**config.mk**
```make
export PLATFORM = sky130hd
export DESIGN_NAME = fetch_step_ctrl_flat
export DESIGN_NICKNAME = d
export VERILOG_FILES = /design/src/rtl/fetch_step_ctrl_if.sv /design/src/rtl/fetch_step_ctrl.sv /design/src/flat_wrapper.sv
export SDC_FILE = /design/constraint.sdc
export NUM_CORES = 1
export LEC_CHECK = 0
export CORE_MARGIN = 1
export CORE_UTILIZATION = 50
export CTS_CLUSTER_SIZE = 8
export DETAILED_ROUTE_END_ITERATION = 8
export GPL_TIMING_DRIVEN = 0
export PLACE_DENSITY = 0.69
export SYNTH_ARGS = -nofsm -noshare
export SYNTH_HDL_FRONTEND = slang
export SYNTH_SLANG_ARGS = --single-unit
```
**constraint.sdc**
```tcl
create_clock -name Clk -period 5.1 [get_ports Clk]
set_input_delay 1.53 -clock Clk [delete_from_list [all_inputs] [get_ports Clk]]
set_output_delay 1.53 -clock Clk [all_outputs]
set_load 0.02 [all_outputs]
```
**src/rtl/fetch_step_ctrl_if.sv**
```systemverilog
// fetch_step_ctrl_if: signal bundle between the board I/O / fetch unit and fetch_step_ctrl.
//   BtnStep   raw asynchronous step pushbutton, active-high
//   RunMode   raw asynchronous mode switch (1 = run, 0 = step)
//   StepEn    registered one-cycle fetch advance enable
//   Running   high while the controller is in run mode
//   StepCount number of StepEn pulses since reset, modulo 2^16
// The slave modport is the controller side; the master modport is the environment side.
interface fetch_step_ctrl_if;
  logic        BtnStep;
  logic        RunMode;
  logic        StepEn;
  logic        Running;
  logic [15:0] StepCount;

  modport master (
    output BtnStep,
    output RunMode,
    input  StepEn,
    input  Running,
    input  StepCount
  );

  modport slave (
    input  BtnStep,
    input  RunMode,
    output StepEn,
    output Running,
    output StepCount
  );
endinterface

```
**src/rtl/fetch_step_ctrl.sv**
```systemverilog
// fetch_step_ctrl: paces the instruction fetch unit with a single-cycle StepEn pulse.
//   Step mode: each debounced button press yields exactly one StepEn.
//   Run mode:  StepEn fires once every RUN_DIVIDE cycles.
// Ports:
//   Clk    system clock, all state on the rising edge
//   Reset  synchronous active-high reset
//   bus    fetch_step_ctrl_if.slave (BtnStep, RunMode in; StepEn, Running, StepCount out)
module fetch_step_ctrl #(
  parameter int unsigned DEBOUNCE_CYCLES = 1000000,
  parameter int unsigned RUN_DIVIDE      = 50000000
) (
  input  logic               Clk,
  input  logic               Reset,
  fetch_step_ctrl_if.slave   bus
);

  localparam int unsigned DbW  = (DEBOUNCE_CYCLES > 1) ? $clog2(DEBOUNCE_CYCLES) : 1;
  localparam int unsigned DivW = $clog2(RUN_DIVIDE);
  localparam logic [DbW-1:0]  DbLast  = DbW'(DEBOUNCE_CYCLES - 1);
  localparam logic [DivW-1:0] DivLast = DivW'(RUN_DIVIDE - 1);

  typedef enum logic [1:0] {StIdle, StHeld, StRun} state_e;

  logic            r_btn_meta, r_btn_sync;
  logic            r_run_meta, r_run_sync;
  logic            r_btn_db, r_btn_db_prev;
  logic [DbW-1:0]  r_db_cnt;
  logic [DivW-1:0] r_div_cnt;
  state_e          r_state;
  logic            r_step_en;
  logic [15:0]     r_step_cnt;

  logic            w_btn_db_d;
  logic [DbW-1:0]  w_db_cnt_d;
  logic [DivW-1:0] w_div_d;
  state_e          w_state_d;
  logic            w_step_en_d;
  logic            w_btn_rise;

  // Debounce: flip the level only after DEBOUNCE_CYCLES consecutive mismatches.
  always_comb begin
    w_btn_db_d = r_btn_db;
    w_db_cnt_d = '0;
    if (r_btn_sync != r_btn_db) begin
      if (r_db_cnt == DbLast) begin
        w_btn_db_d = ~r_btn_db;
      end else begin
        w_db_cnt_d = r_db_cnt + 1'b1;
      end
    end
  end

  // Edge rather than level, so a button still held on leaving run mode does not step.
  assign w_btn_rise = r_btn_db & ~r_btn_db_prev;

  always_comb begin
    w_state_d   = r_state;
    w_div_d     = r_div_cnt;
    w_step_en_d = 1'b0;
    unique case (r_state)
      StIdle: begin
        if (r_run_sync) begin
          w_state_d = StRun;
          w_div_d   = '0;
        end else if (w_btn_rise) begin
          w_state_d   = StHeld;
          w_step_en_d = 1'b1;
        end
      end
      StHeld: begin
        if (r_run_sync) begin
          w_state_d = StRun;
          w_div_d   = '0;
        end else if (!r_btn_db) begin
          w_state_d = StIdle;
        end
      end
      StRun: begin
        // Leaving run mode drops a pulse that would have fired on this edge.
        if (!r_run_sync) begin
          w_state_d = StIdle;
        end else if (r_div_cnt == DivLast) begin
          w_div_d     = '0;
          w_step_en_d = 1'b1;
        end else begin
          w_div_d = r_div_cnt + 1'b1;
        end
      end
      default: w_state_d = StIdle;
    endcase
  end

  always_ff @(posedge Clk) begin
    if (Reset) begin
      r_btn_meta    <= 1'b0;
      r_btn_sync    <= 1'b0;
      r_run_meta    <= 1'b0;
      r_run_sync    <= 1'b0;
      r_btn_db      <= 1'b0;
      r_btn_db_prev <= 1'b0;
      r_db_cnt      <= '0;
      r_div_cnt     <= '0;
      r_state       <= StIdle;
      r_step_en     <= 1'b0;
      r_step_cnt    <= 16'h0000;
    end else begin
      r_btn_meta    <= bus.BtnStep;
      r_btn_sync    <= r_btn_meta;
      r_run_meta    <= bus.RunMode;
      r_run_sync    <= r_run_meta;
      r_btn_db      <= w_btn_db_d;
      r_btn_db_prev <= r_btn_db;
      r_db_cnt      <= w_db_cnt_d;
      r_div_cnt     <= w_div_d;
      r_state       <= w_state_d;
      r_step_en     <= w_step_en_d;
      if (r_step_en) begin
        r_step_cnt <= r_step_cnt + 16'h0001;
      end
    end
  end

  assign bus.StepEn    = r_step_en;
  assign bus.Running   = (r_state == StRun);
  assign bus.StepCount = r_step_cnt;

endmodule

```
**src/flat_wrapper.sv**
```systemverilog
// flat-port wrapper written by rule: the top's interface ports become plain ports
module fetch_step_ctrl_flat 
#(
  parameter int unsigned DEBOUNCE_CYCLES = 1000000,
  parameter int unsigned RUN_DIVIDE      = 50000000
)
  (Clk, Reset, bus_BtnStep, bus_RunMode, bus_StepEn, bus_Running, bus_StepCount);
  fetch_step_ctrl_if bus_i ();
  input  logic Clk;
  input  logic Reset;
  input wire logic [$bits(bus_i.BtnStep)-1:0] bus_BtnStep;
  input wire logic [$bits(bus_i.RunMode)-1:0] bus_RunMode;
  output wire logic [$bits(bus_i.StepEn)-1:0] bus_StepEn;
  output wire logic [$bits(bus_i.Running)-1:0] bus_Running;
  output wire logic [$bits(bus_i.StepCount)-1:0] bus_StepCount;
  assign bus_i.BtnStep = bus_BtnStep;
  assign bus_i.RunMode = bus_RunMode;
  assign bus_StepEn = bus_i.StepEn;
  assign bus_Running = bus_i.Running;
  assign bus_StepCount = bus_i.StepCount;
  fetch_step_ctrl #(.DEBOUNCE_CYCLES(DEBOUNCE_CYCLES), .RUN_DIVIDE(RUN_DIVIDE)) u_core (.Clk(Clk), .Reset(Reset), .bus(bus_i));
endmodule
```
======== After elaboration in Yosys (flattened, before gate mapping) ========
Index checks and enable logic that the tools add are counted.
storage, ports and cells
  input bits .............................. 4
  bits in registers ....................... 71
  logic and storage cells ................. 50
cells by class
  bitwise logic cells ..................... 4
  equality and inequality tests ........... 10
  reduce and logical (&&, ||, !) cells .... 7
  multiplexer cells ....................... 15
  $add $sub $neg .......................... 3
operator list
  operator                                             number
  2-to-1 mux 26 bit                                    3
  one-hot mux 26 bit (2 select lines)                  1
  adder 26 x 1 -> 26 bit, second input constant        1
  equality test 26 bit, second input constant          1
  adder 20 x 1 -> 20 bit, second input constant        1
  equality test 20 bit, second input constant          1
  adder 16 x 1 -> 16 bit, second input constant        1
  2-to-1 mux 2 bit                                     5
  one-hot mux 2 bit (3 select lines)                   1
  AND reduction 3 bit                                  2
  2-to-1 mux 1 bit                                     4
  != test 2 x 1 -> 1 bit, second input constant        2
  != test 3 x 1 -> 1 bit, second input constant        1
  != test 3 x 2 -> 1 bit, second input constant        1
  inverter 1 bit                                       3
  OR reduction 3 bit                                   1
  equality test 2 x 1 -> 1 bit, second input constant  1
  equality test 2 bit, second input constant           1
  logical NOT 2 bit                                    1
  != test 2 bit, second input constant                 1
  one-hot mux 1 bit (2 select lines)                   1
  AND reduction 2 bit                                  1
  nonzero test 2 bit                                   1
  OR reduction 2 bit                                   1
  other kinds (2)                                      2

======== Depth between registers and ports, before layout ========
  word-level depth ........................ 5
  depth in mapped cells ................... 8

======== Worst setup path before layout ========
OpenSTA, ideal clock, no wires.
  path type ............................... input -> register
  from .................................... input Reset
  to ...................................... register u_core.r_div_cnt[25]
  buffers on the path ..................... 1
  arrival time ............................ 2551 ps
  library setup time ...................... 62 ps
  setup slack ............................. 2487 ps
  cell stages on the path ................. 4
  required time ........................... 5038 ps
  cells stage by stage .................... clkbuf_1 a2111oi_0 or3b_2 nand3_1
RTL lines
  element                 RTL line                source
  start: declaration      flat_wrapper.sv:10      input logic Reset;
  end signal: assignment  fetch_step_ctrl.sv:114  r_div_cnt <= w_div_d;
  end: declaration        fetch_step_ctrl.sv:28   logic [DivW-1:0] r_div_cnt;

======== Worst setup path after layout ========
  from .................................... register u_core.r_state[0]
  to ...................................... output bus_Running
between the ends
  longest elaborated chain between the ends .. 1
ends and longest elaborated chain
  element                   RTL line                source
  start: declaration        fetch_step_ctrl.sv:29   state_e r_state;
  start signal: assignment  fetch_step_ctrl.sv:103  r_state <= StIdle;
  start signal: assignment  fetch_step_ctrl.sv:115  r_state <= w_state_d;
  equality test 2 bit       fetch_step_ctrl.sv:124  assign bus.Running = (r_state == StRun);
  end: declaration          flat_wrapper.sv:14      output wire logic [$bits(bus_i.Running)-1:0] bus_Running;
No other way between the ends.

==> flow_summary.json <==
{
  "status": "completed",
  "cts.sinks": 71,
  "synthToLayoutAreaGrowth_pct": 15.4,
  "final_max_slew_viol_count": 0,
  "port-buffer-count": 21,
  "rsz0062_at_grt": "false",
  "timing.setup.critical_path_class": "flip-flop to primary output",
  "overflow": 0,
  "grt_antenna_before_repair": 0,
  "ios": 22,
  "timing.fmax_ghz": 0.301,
  "holdBufCountCts": 0,
  "cts_tree": "done",
  "cts_buffers": 9,
  "muxShareOfSynthArea": 0.0206,
  "synth_flop_cell": "dfxtp_1",
  "crit_path_end_kind": "primary output",
  "synth-simple-area-share": 0.326,
  "critical_path.max_stage_delay_ns": 0.65,
  "grt_max_degree": 14,
  "synth-compound-area-share": 0.110,
  "cp_slowest_cell": "clkdlybuf4s50_1",
  "num_rows": 29,
  "fin_nets": 434,
  "vias": 2912,
  "clk_path_buf_depth": 2,
  "viasPerCell": 5.72,
  "die_h_um": 84.6,
  "clock_skew_ns": 0.00963,
  "power_density_nw_per_um2": 275,
  "fin_crit_ns": 3.33,
  "hold_path.class": "flip-flop to flip-flop",
  "synth-xor-area-share": 0.0848,
  "synth.distinct_cells": 57,
  "start_util": 0.528,
  "drv_cap": 0,
  "syn_area_um2": 3410,
  "htreeDepth": 3,
  "grt_pass1_wl_mm": 12.4,
  "root_buffer": "clkbuf_8",
  "yosysSeqAreaShare": 0.417,
  "worstSkewPairLatency_ns": 0.35,
  "postSynthAreaPerCell_um2": 8.63,
  "finalCritPeriodShare": 0.652,
  "synthAdderAreaFrac": 0.0110,
  "post_cts_resized": 0,
  "grt_usage": 0.217,
  "setup_viol": 0,
  "die_w_um": 84.6,
  "fin_util": 0.609,
  "drt-pass1-iter-count": 4,
  "diodes": 0,
  "postRouteAntennaNets": 0,
  "synth_top_family_by_area": "simple AND/OR/NAND/NOR gates",
  "async_reset_ff_frac": 0,
  "routed_wl_mm": 7.41,
  "die_area_um2": 7150,
  "worstPathRequired_ns": 3.57,
  "hpwl_mm": 5.28,
  "ys_warn_count": 0,
  "worstPathCellList": "nand2b_1 > inv_1 > clkdlybuf4s50_1",
  "synth-seq-cells": 71,
  "clk_pin_slew_ns": 0.08,
  "tightest_slew_ns": 0.834,
  "post_cts.repair.setup_buffers": 0,
  "start_kind": "flip-flop",
  "gp_congestion": 0.923,
  "syn_inst": 395,
  "drt_iter0_markers": 199,
  "hold_viol": 0,
  "drive_gt1_frac": 0.0903,
  "fin_tns_setup_ns": 0,
  "leakagePower_nw": 1.29,
  "grt_pass1_vias": 2620,
  "drc": 0,
  "syn_nets": 402,
  "wl_per_cell_um": 14.6,
  "core_region_area_um2": 6460,
  "ir_drop_mv": 0.180,
  "critPathMaxFanout": 6,
  "arrival_ns": 1.80,
  "maxSlewHeadroom": 0.444,
  "synth_edf_count": 0
}
[cell type report]
type	count	area [µm²]
tap	77	96.3
fill	587	2520
timing repair buffer	21	210
inverter	11	41.3
buffer	14	63.8
multi-input combinational	299	1880
clock buffer	10	128
sequential	71	1420
clock inverter	6	92.6
[metal layers]
layer / track usage / vias up / share of wire
met4: 0.0601 / 0 / 0.0085
met2: 0.339 / 72 / 0.45
met5: 0 / - / 0
met3: 0.0511 / 7 / 0.051
met1: 0.301 / 1362 / 0.49
li1: - / 1471 / -
[cells in the final DEF, fill, tap and decap left out, types with 3 or more instances in the layout]
master / Yosys / routed
dfxtp_1: 71 / 71
nor2_1: 54 / 54
nand3_1: 31 / 31
nand2_1: 26 / 26
xor2_1: 22 / 22
clkdlybuf4s50_1: 0 / 21
a21oi_1: 18 / 18
inv_1: 11 / 11
xnor2_1: 11 / 11
clkbuf_1: 9 / 10
nand4_1: 10 / 10
o21ai_0: 10 / 10
nor3_1: 9 / 9
clkbuf_8: 0 / 9
mux2i_1: 7 / 7
nor2b_1: 7 / 7
or3_1: 7 / 7
and3_1: 6 / 6
nor4_1: 6 / 6
or2_2: 5 / 5
nand3b_1: 5 / 5
or4_1: 4 / 4
nor4b_1: 4 / 4
and4_1: 4 / 4
a211oi_1: 4 / 4
buf_2: 3 / 3
and2_1: 3 / 3
nand4b_1: 3 / 3
a21o_1: 3 / 3
o211ai_1: 3 / 3
a31oi_1: 3 / 3
a22oi_1: 3 / 3
ha_1: 3 / 3
[per-stage QoR]
stage	std cells	setup slack (ns)	hold WS [ns]	power, mW	area, µm²
floorplan	395	2.49	0.414	0.586	3410
finish	509	1.77	0.451	1.08	3940
CTS	509	1.79	0.462	1.10	3940
global placement	493	1.56	0.418	0.595	3720
global route	509	1.71	0.477	1.13	3940
detailed placement	493	1.51	0.434	0.595	3720
[logic make-up after synthesis]
kind of cell | Yosys count
simple gates | 200
flops | 71
compound gates | 56
xor+xnor | 33
buf+inv | 25
mux | 7
fa+ha+maj | 3
[cells in the mapped netlist (9+ instances only)]
cell type,count,share of area
clkbuf_1,9,0.0099
xnor2_1,11,0.028
inv_1,11,0.012
a21oi_1,18,0.026
o21ai_0,10,0.015
nand2_1,26,0.029
nor3_1,9,0.013
nand3_1,31,0.046
nor2_1,54,0.059
xor2_1,22,0.057
nand4_1,10,0.018
dfxtp_1,71,0.42
[worst paths after layout]
path	start	endpoint	slack (ns)	depth (start not counted)
max	u_core.r_state[0]	bus_Running	1.77	3
min reg2reg	u_core.r_run_meta	u_core.r_run_sync	0.45	1
max reg2reg	u_core.r_div_cnt[0]	u_core.r_div_cnt[16]	2.58	7
min	u_core.r_run_meta	u_core.r_run_sync	0.45	1
[state kept, by name, summed over array words and instances, names as in the netlist, 2 cells and up]
| register | count |
|---|---|
| u_core.r_div_cnt | 26 |
| u_core.bus.StepCount | 16 |
| u_core.r_state | 2 |
| u_core.r_db_cnt | 20 |
[power by group]
group | switching (mW) | internal (mW)
Sequential | 0.00145 | 0.556
Clock | 0.222 | 0.279
Combinational | 0.0167 | 0.00821
[critical path, delay by kind of cell, from the launching register on]
family / cells / cell delay [ns]
DFF: 1 / 0.34
buffers and inverters: 2 / 0.88
and+or+nand+nor: 1 / 0.24
Power figures use the tool's default switching activity.
